$ cat src/rtl/multicycle_data_path.sv
`default_nettype none
// ============================================================================
// Module      : multicycle_data_path
// Description : Multi-cycle MIPS-subset datapath. Owns the PC, instruction
//               register, register file, a single shared ALU and the
//               sequencing FSM. Each instruction is split into fetch, decode,
//               execute, memory and writeback steps over one unified memory
//               port with a req/ack handshake (wait states allowed).
// Ports       : CLK, RST (sync, active low)
//               Mem_Addr/Mem_WData/Mem_Req/Mem_WE -> memory request side
//               Mem_Ack/Mem_RData                 <- memory response side
//               PC, Instr_Count, Illegal          -> status
// Revision    : 1.0 - initial release
// ============================================================================
module multicycle_data_path #(
    parameter int               WIDTH        = 32,
    parameter int               NUM_REGS     = 32,
    parameter logic [WIDTH-1:0] RESET_VECTOR = '0
) (
    input  logic             CLK,
    input  logic             RST,
    output logic [WIDTH-1:0] Mem_Addr,
    output logic [WIDTH-1:0] Mem_WData,
    output logic             Mem_Req,
    output logic             Mem_WE,
    input  logic             Mem_Ack,
    input  logic [WIDTH-1:0] Mem_RData,
    output logic [WIDTH-1:0] PC,
    output logic [WIDTH-1:0] Instr_Count,
    output logic             Illegal
);

    localparam int c_IDX_W = $clog2(NUM_REGS);

    // FSM encoding
    localparam logic [3:0] c_FETCH    = 4'd0;
    localparam logic [3:0] c_DECODE   = 4'd1;
    localparam logic [3:0] c_MEMADR   = 4'd2;
    localparam logic [3:0] c_MEMREAD  = 4'd3;
    localparam logic [3:0] c_MEMWB    = 4'd4;
    localparam logic [3:0] c_MEMWRITE = 4'd5;
    localparam logic [3:0] c_EXEC     = 4'd6;
    localparam logic [3:0] c_ALUWB    = 4'd7;
    localparam logic [3:0] c_ADDIEX   = 4'd8;
    localparam logic [3:0] c_ADDIWB   = 4'd9;
    localparam logic [3:0] c_BRANCH   = 4'd10;
    localparam logic [3:0] c_JUMP     = 4'd11;

    // Opcodes
    localparam logic [5:0] c_OP_RTYPE = 6'h00;
    localparam logic [5:0] c_OP_LW    = 6'h23;
    localparam logic [5:0] c_OP_SW    = 6'h2B;
    localparam logic [5:0] c_OP_BEQ   = 6'h04;
    localparam logic [5:0] c_OP_ADDI  = 6'h08;
    localparam logic [5:0] c_OP_J     = 6'h02;

    // R-type functs
    localparam logic [5:0] c_FN_ADD = 6'h20;
    localparam logic [5:0] c_FN_SUB = 6'h22;
    localparam logic [5:0] c_FN_AND = 6'h24;
    localparam logic [5:0] c_FN_OR  = 6'h25;
    localparam logic [5:0] c_FN_SLT = 6'h2A;

    localparam logic [WIDTH-1:0] c_FOUR = WIDTH'(4);
    localparam logic [WIDTH-1:0] c_ONE  = WIDTH'(1);

    logic [3:0]       r_state;
    logic [WIDTH-1:0] r_pc;
    logic [31:0]      r_ir;
    logic [WIDTH-1:0] r_mdr;
    logic [WIDTH-1:0] r_a;
    logic [WIDTH-1:0] r_b;
    logic [WIDTH-1:0] r_alu_out;
    logic [WIDTH-1:0] r_instr_count;
    logic             r_illegal;
    logic [WIDTH-1:0] r_regs [NUM_REGS];

    logic [5:0]         w_opcode;
    logic [5:0]         w_funct;
    logic [c_IDX_W-1:0] w_rs_idx;
    logic [c_IDX_W-1:0] w_rt_idx;
    logic [c_IDX_W-1:0] w_rd_idx;
    logic [WIDTH-1:0]   w_sign_imm;
    logic [WIDTH-1:0]   w_jump_target;
    logic               w_funct_ok;
    logic [WIDTH-1:0]   w_alu_y;
    logic               w_mem_state;

    assign w_opcode      = r_ir[31:26];
    assign w_funct       = r_ir[5:0];
    // Register index is the low bits of each 5-bit field; upper bits alias.
    assign w_rs_idx      = r_ir[21 +: c_IDX_W];
    assign w_rt_idx      = r_ir[16 +: c_IDX_W];
    assign w_rd_idx      = r_ir[11 +: c_IDX_W];
    assign w_sign_imm    = {{(WIDTH-16){r_ir[15]}}, r_ir[15:0]};
    assign w_jump_target = {r_pc[WIDTH-1:28], r_ir[25:0], 2'b00};

    // Shamt and the aliased upper index bits carry no meaning here.
    logic w_unused;
    assign w_unused = &{1'b0, r_ir[10:6], r_ir[25:21], r_ir[20:16], r_ir[15:11]};

    always_comb begin
        w_funct_ok = 1'b0;
        w_alu_y    = '0;
        case (w_funct)
            c_FN_ADD: begin w_funct_ok = 1'b1; w_alu_y = r_a + r_b; end
            c_FN_SUB: begin w_funct_ok = 1'b1; w_alu_y = r_a - r_b; end
            c_FN_AND: begin w_funct_ok = 1'b1; w_alu_y = r_a & r_b; end
            c_FN_OR:  begin w_funct_ok = 1'b1; w_alu_y = r_a | r_b; end
            c_FN_SLT: begin
                w_funct_ok = 1'b1;
                w_alu_y    = ($signed(r_a) < $signed(r_b)) ? c_ONE : '0;
            end
            default: ;
        endcase
    end

    // Memory port is a pure decode of the state register, so it stays stable
    // through wait cycles; reset masks the request immediately.
    assign w_mem_state = (r_state == c_FETCH) || (r_state == c_MEMREAD) ||
                         (r_state == c_MEMWRITE);
    assign Mem_Req     = RST & w_mem_state;
    assign Mem_WE      = RST & (r_state == c_MEMWRITE);
    assign Mem_Addr    = (r_state == c_FETCH) ? r_pc : r_alu_out;
    assign Mem_WData   = r_b;

    assign PC          = r_pc;
    assign Instr_Count = r_instr_count;
    assign Illegal     = r_illegal;

    always_ff @(posedge CLK) begin
        if (!RST) begin
            r_state       <= c_FETCH;
            r_pc          <= RESET_VECTOR;
            r_ir          <= '0;
            r_mdr         <= '0;
            r_a           <= '0;
            r_b           <= '0;
            r_alu_out     <= '0;
            r_instr_count <= '0;
            r_illegal     <= 1'b0;
            for (int i = 0; i < NUM_REGS; i++) begin
                r_regs[i] <= '0;
            end
        end else begin
            r_illegal <= 1'b0;
            case (r_state)
                c_FETCH: begin
                    if (Mem_Ack) begin
                        r_ir    <= Mem_RData[31:0];
                        r_pc    <= r_pc + c_FOUR;
                        r_state <= c_DECODE;
                    end
                end
                c_DECODE: begin
                    r_a       <= r_regs[w_rs_idx];
                    r_b       <= r_regs[w_rt_idx];
                    // Speculative branch target from the already-incremented PC.
                    r_alu_out <= r_pc + (w_sign_imm << 2);
                    case (w_opcode)
                        c_OP_LW, c_OP_SW: r_state <= c_MEMADR;
                        c_OP_ADDI:        r_state <= c_ADDIEX;
                        c_OP_BEQ:         r_state <= c_BRANCH;
                        c_OP_J:           r_state <= c_JUMP;
                        c_OP_RTYPE: begin
                            if (w_funct_ok) begin
                                r_state <= c_EXEC;
                            end else begin
                                r_illegal <= 1'b1;
                                r_state   <= c_FETCH;
                            end
                        end
                        default: begin
                            r_illegal <= 1'b1;
                            r_state   <= c_FETCH;
                        end
                    endcase
                end
                c_MEMADR: begin
                    r_alu_out <= r_a + w_sign_imm;
                    r_state   <= (w_opcode == c_OP_LW) ? c_MEMREAD : c_MEMWRITE;
                end
                c_MEMREAD: begin
                    if (Mem_Ack) begin
                        r_mdr   <= Mem_RData;
                        r_state <= c_MEMWB;
                    end
                end
                c_MEMWB: begin
                    if (w_rt_idx != '0) r_regs[w_rt_idx] <= r_mdr;
                    r_instr_count <= r_instr_count + c_ONE;
                    r_state       <= c_FETCH;
                end
                c_MEMWRITE: begin
                    if (Mem_Ack) begin
                        r_instr_count <= r_instr_count + c_ONE;
                        r_state       <= c_FETCH;
                    end
                end
                c_EXEC: begin
                    r_alu_out <= w_alu_y;
                    r_state   <= c_ALUWB;
                end
                c_ALUWB: begin
                    if (w_rd_idx != '0) r_regs[w_rd_idx] <= r_alu_out;
                    r_instr_count <= r_instr_count + c_ONE;
                    r_state       <= c_FETCH;
                end
                c_ADDIEX: begin
                    r_alu_out <= r_a + w_sign_imm;
                    r_state   <= c_ADDIWB;
                end
                c_ADDIWB: begin
                    if (w_rt_idx != '0) r_regs[w_rt_idx] <= r_alu_out;
                    r_instr_count <= r_instr_count + c_ONE;
                    r_state       <= c_FETCH;
                end
                c_BRANCH: begin
                    if (r_a == r_b) r_pc <= r_alu_out;
                    r_instr_count <= r_instr_count + c_ONE;
                    r_state       <= c_FETCH;
                end
                c_JUMP: begin
                    r_pc          <= w_jump_target;
                    r_instr_count <= r_instr_count + c_ONE;
                    r_state       <= c_FETCH;
                end
                default: r_state <= c_FETCH;
            endcase
        end
    end

endmodule
`default_nettype wire
$ cat config.mk
export PLATFORM = sky130hd
export DESIGN_NAME = multicycle_data_path
export DESIGN_NICKNAME = d
export VERILOG_FILES = /design/src/rtl/multicycle_data_path.sv
export SDC_FILE = /design/constraint.sdc
export NUM_CORES = 2
export LEC_CHECK = 0
export CORE_UTILIZATION = 60
export DETAILED_ROUTE_END_ITERATION = 16
export PLACE_DENSITY_LB_ADDON = 0.2
export SLEW_MARGIN = 25
export SYNTH_ARGS = -nofsm -noshare
export SYNTH_HDL_FRONTEND = slang
export SYNTH_SLANG_ARGS = --single-unit
$ cat constraint.sdc
create_clock -name CLK -period 6.4 [get_ports CLK]
set_input_delay 1.28 -clock CLK [delete_from_list [all_inputs] [get_ports CLK]]
set_output_delay 1.28 -clock CLK [all_outputs]
set_load 0.05 [all_outputs]
==> reports/metrics.yaml <==
ys_seq_area_frac: 0.506
min_period_ps: 4740
r2r-end: "r_alu_out[24]"
min-delay-start: "r_ir[0]"
period_share: 0.740
drt_first_iter_violations: 8086
cts_resized: 0
ys_ff_latch: 1253
cp-start-kind: "flop"
hold_viol: 0
layout_setup_ws_ps: 1660
drive_gt1_frac: 0.203
synth.most_common_cell: "nor2_1"
grt.met2_usage: 0.630
cp_slowest_cell: "clkdlybuf4s50_1"
clkSlewWorstSetupHoldPaths_ps: 60
drt_wl_total_mm: 239
grt_pass1_wl_mm: 344
wl_per_cell_um: 33.0
powerDensity_nw_per_um2: 272
synthSimpleGateAreaFrac: 0.108
die-area_sq_um: 118000
cts_sinks: 1253
arrival_ps: 3460
ys.flop_type: "edfxtp_1"
instances_no_fill: 7239
syn_avg_cell_area_sq_um: 12.4
clock.fmax_mhz: 211
cts_buffer_depth: 3
die_x_um: 343
place_area_sq_um: 73300
area_delta_synth_final_pct: 11.5
vias_per_cell: 7.19
grt_max_degree: 144
cts_setup_buffers: 0
slew_violations: 0
overflow: 0
r2r_start: "Mem_WData[0]"
ant_nets: 0
synthCells: 5646
synthMuxAreaShare: 0.230
use_met1: 0.518
drc: 0
whs_endpoint: "r_ir[0]"
synthXorXnorAreaFrac: 0.0117
io_buffer_count: 165
cts_buffers: 136
synth-adder-area-share: 0.0318
design_area_sq_um: 77800
finalClockSkew_ps: 39.6
drv_cap: 0
synth_top_family_by_area: "multiplexers"
core_sq_um: 115000
grtUsageTotal: 0.409
synth_top_area_cell: "edfxtp_1"
synth_area_sq_um: 69800
ys_warn_count: 0
gr-usage-met3: 0.122
clkLatencyLatePin_ps: 780
initial_core_util: 0.608
antenna_found_initial: 22
async_flop_share: 0
required_ps: 5120
hp-class: "flop to flop"
h-tree-depth: 4
cts_tree: "done"
gp_congestion: 0.978
gr-max-usage-layer: "met2"
end_kind: "output port"
status: "finished clean"
leakage_nw: 25.3
place_inst: 6990
io_pins: 166
dp_slack_ps: 1600
worst_hold_path.num_cells: 2
synth-compound-area-share: 0.0760
final_nets: 5826
crit_fanout: 46
num_vias: 52031
dr.pass1.iters: 7
cts_root_buffer: "clkbuf_16"
rrSetupSlack_ps: 2020
grt_pass1_vias: 50470
max-slew-margin-rel: 0.240
r2r_cells: 14
setup_violations: 0
dp.final_hpwl_mm: 154
hold_buffers: 0
synth_cell_types: 96
crit_type: "flop to output port"
synth_area_leaders: "edfxtp_1 (44%), mux4_2 (21%), nor2_1 (6.9%)"
tns_ps: 0
dieHeight_um: 343
rows: 124
slowest_delay_ps: 950
synth_common_cells: "nor2_1 (1286), edfxtp_1 (1024), mux4_2 (640)"
path_cells: "buf_4 > nor2_1 > a311oi_1 > clkdlybuf4s50_1"
synth_top_area_share: 0.441
tightest_slew_ps: 1140
grt_setup_unrepaired: "no"
irDropWorstVdd_v: 0.000247
synth-edff-count: 1024
[worst max path at each step]
stage	from	to	slack (ps)	cells after the start
2_1_floorplan	r_state[0]	Mem_Req	2310	6
3_3_place_gp	RST	r_regs[20][7]	1720	8
3_5_place_dp	RST	r_regs[4][5]	1600	8
4_1_cts	r_state[0]	Mem_Addr[13]	1700	5
5_1_grt	r_state[0]	Mem_Req	1610	4
6_report	r_state[0]	Mem_Req	1660	4
[per-layer routing]
| layer | vias up | wire length (um) |
|---|---|---|
| li1 | 21170 | - |
| met1 | 25781 | 79900 |
| met2 | 4108 | 110000 |
| met3 | 936 | 33300 |
| met4 | 36 | 16200 |
| met5 | - | 244 |
[state kept, by name, summed over array words and instances (netlist names)]
signal and flops:
Illegal 1, Instr_Count 32, Mem_WData 32, PC 32, r_a 32, r_alu_out 32, r_ir 32, r_mdr 32
r_regs 1024, r_state 4
[layout make-up]
class                      instances  area [sq um]
antenna                            2          5.00
clock buffer                     179          3680
clock inverter                    67           704
fill                            8079         37000
inverter                         126           480
multi-input combinational       3794         32700
sequential                      1253         35400
tap                             1512          1890
timing repair buffer             306          2930
[worst max-delay path: cells and delay by family, from the launching register on]
| kind | cells | cell delay (ps) |
|---|---|---|
| AOI/OAI and AO/OA | 1 | 600 |
| buffers and inverters | 2 | 1520 |
| DFF | 1 | 460 |
| and+or+nand+nor | 1 | 110 |
[cell families after synthesis]
| logic type | after synthesis |
|---|---|
| buffers and inverters | 630 |
| adder cells (fa/ha/maj) | 175 |
| multiplexers | 799 |
| other | 1 |
| XOR/XNOR | 93 |
| AO/OA/AOI/OAI | 830 |
| AND/OR/NAND/NOR | 1865 |
| flip-flops | 1253 |
[report_power, final]
part           internal, W  leakage, nW  switching [W]
sequential         0.00913         12.4       0.000477
combinational      0.00149         10.7        0.00228
clock              0.00435         2.12        0.00344
total               0.0150         25.3        0.00620
[metrics by stage]
stage / power, W / hold slack [ps] / util
detailed placement: 0.0134 / 451 / 0.639
global route: 0.0217 / 477 / 0.677
global placement: 0.0133 / 452 / 0.637
finish: 0.0212 / 461 / 0.677
CTS: 0.0211 / 459 / 0.677
floorplan: 0.0120 / 436 / -
[placed cells by master, fill, tap and decap left out, types with 121 or more instances in the layout]
| cell | count |
|---|---|
| nor2_1 | 1285 |
| o21ai_0 | 159 |
| a21oi_1 | 289 |
| clkdlybuf4s50_1 | 164 |
| inv_1 | 124 |
| buf_4 | 121 |
| mux4_2 | 640 |
| dfxtp_1 | 218 |
| ha_1 | 170 |
| clkbuf_16 | 137 |
| edfxtp_1 | 1024 |
| nand2_1 | 276 |
Power figures use the tool's default switching activity.
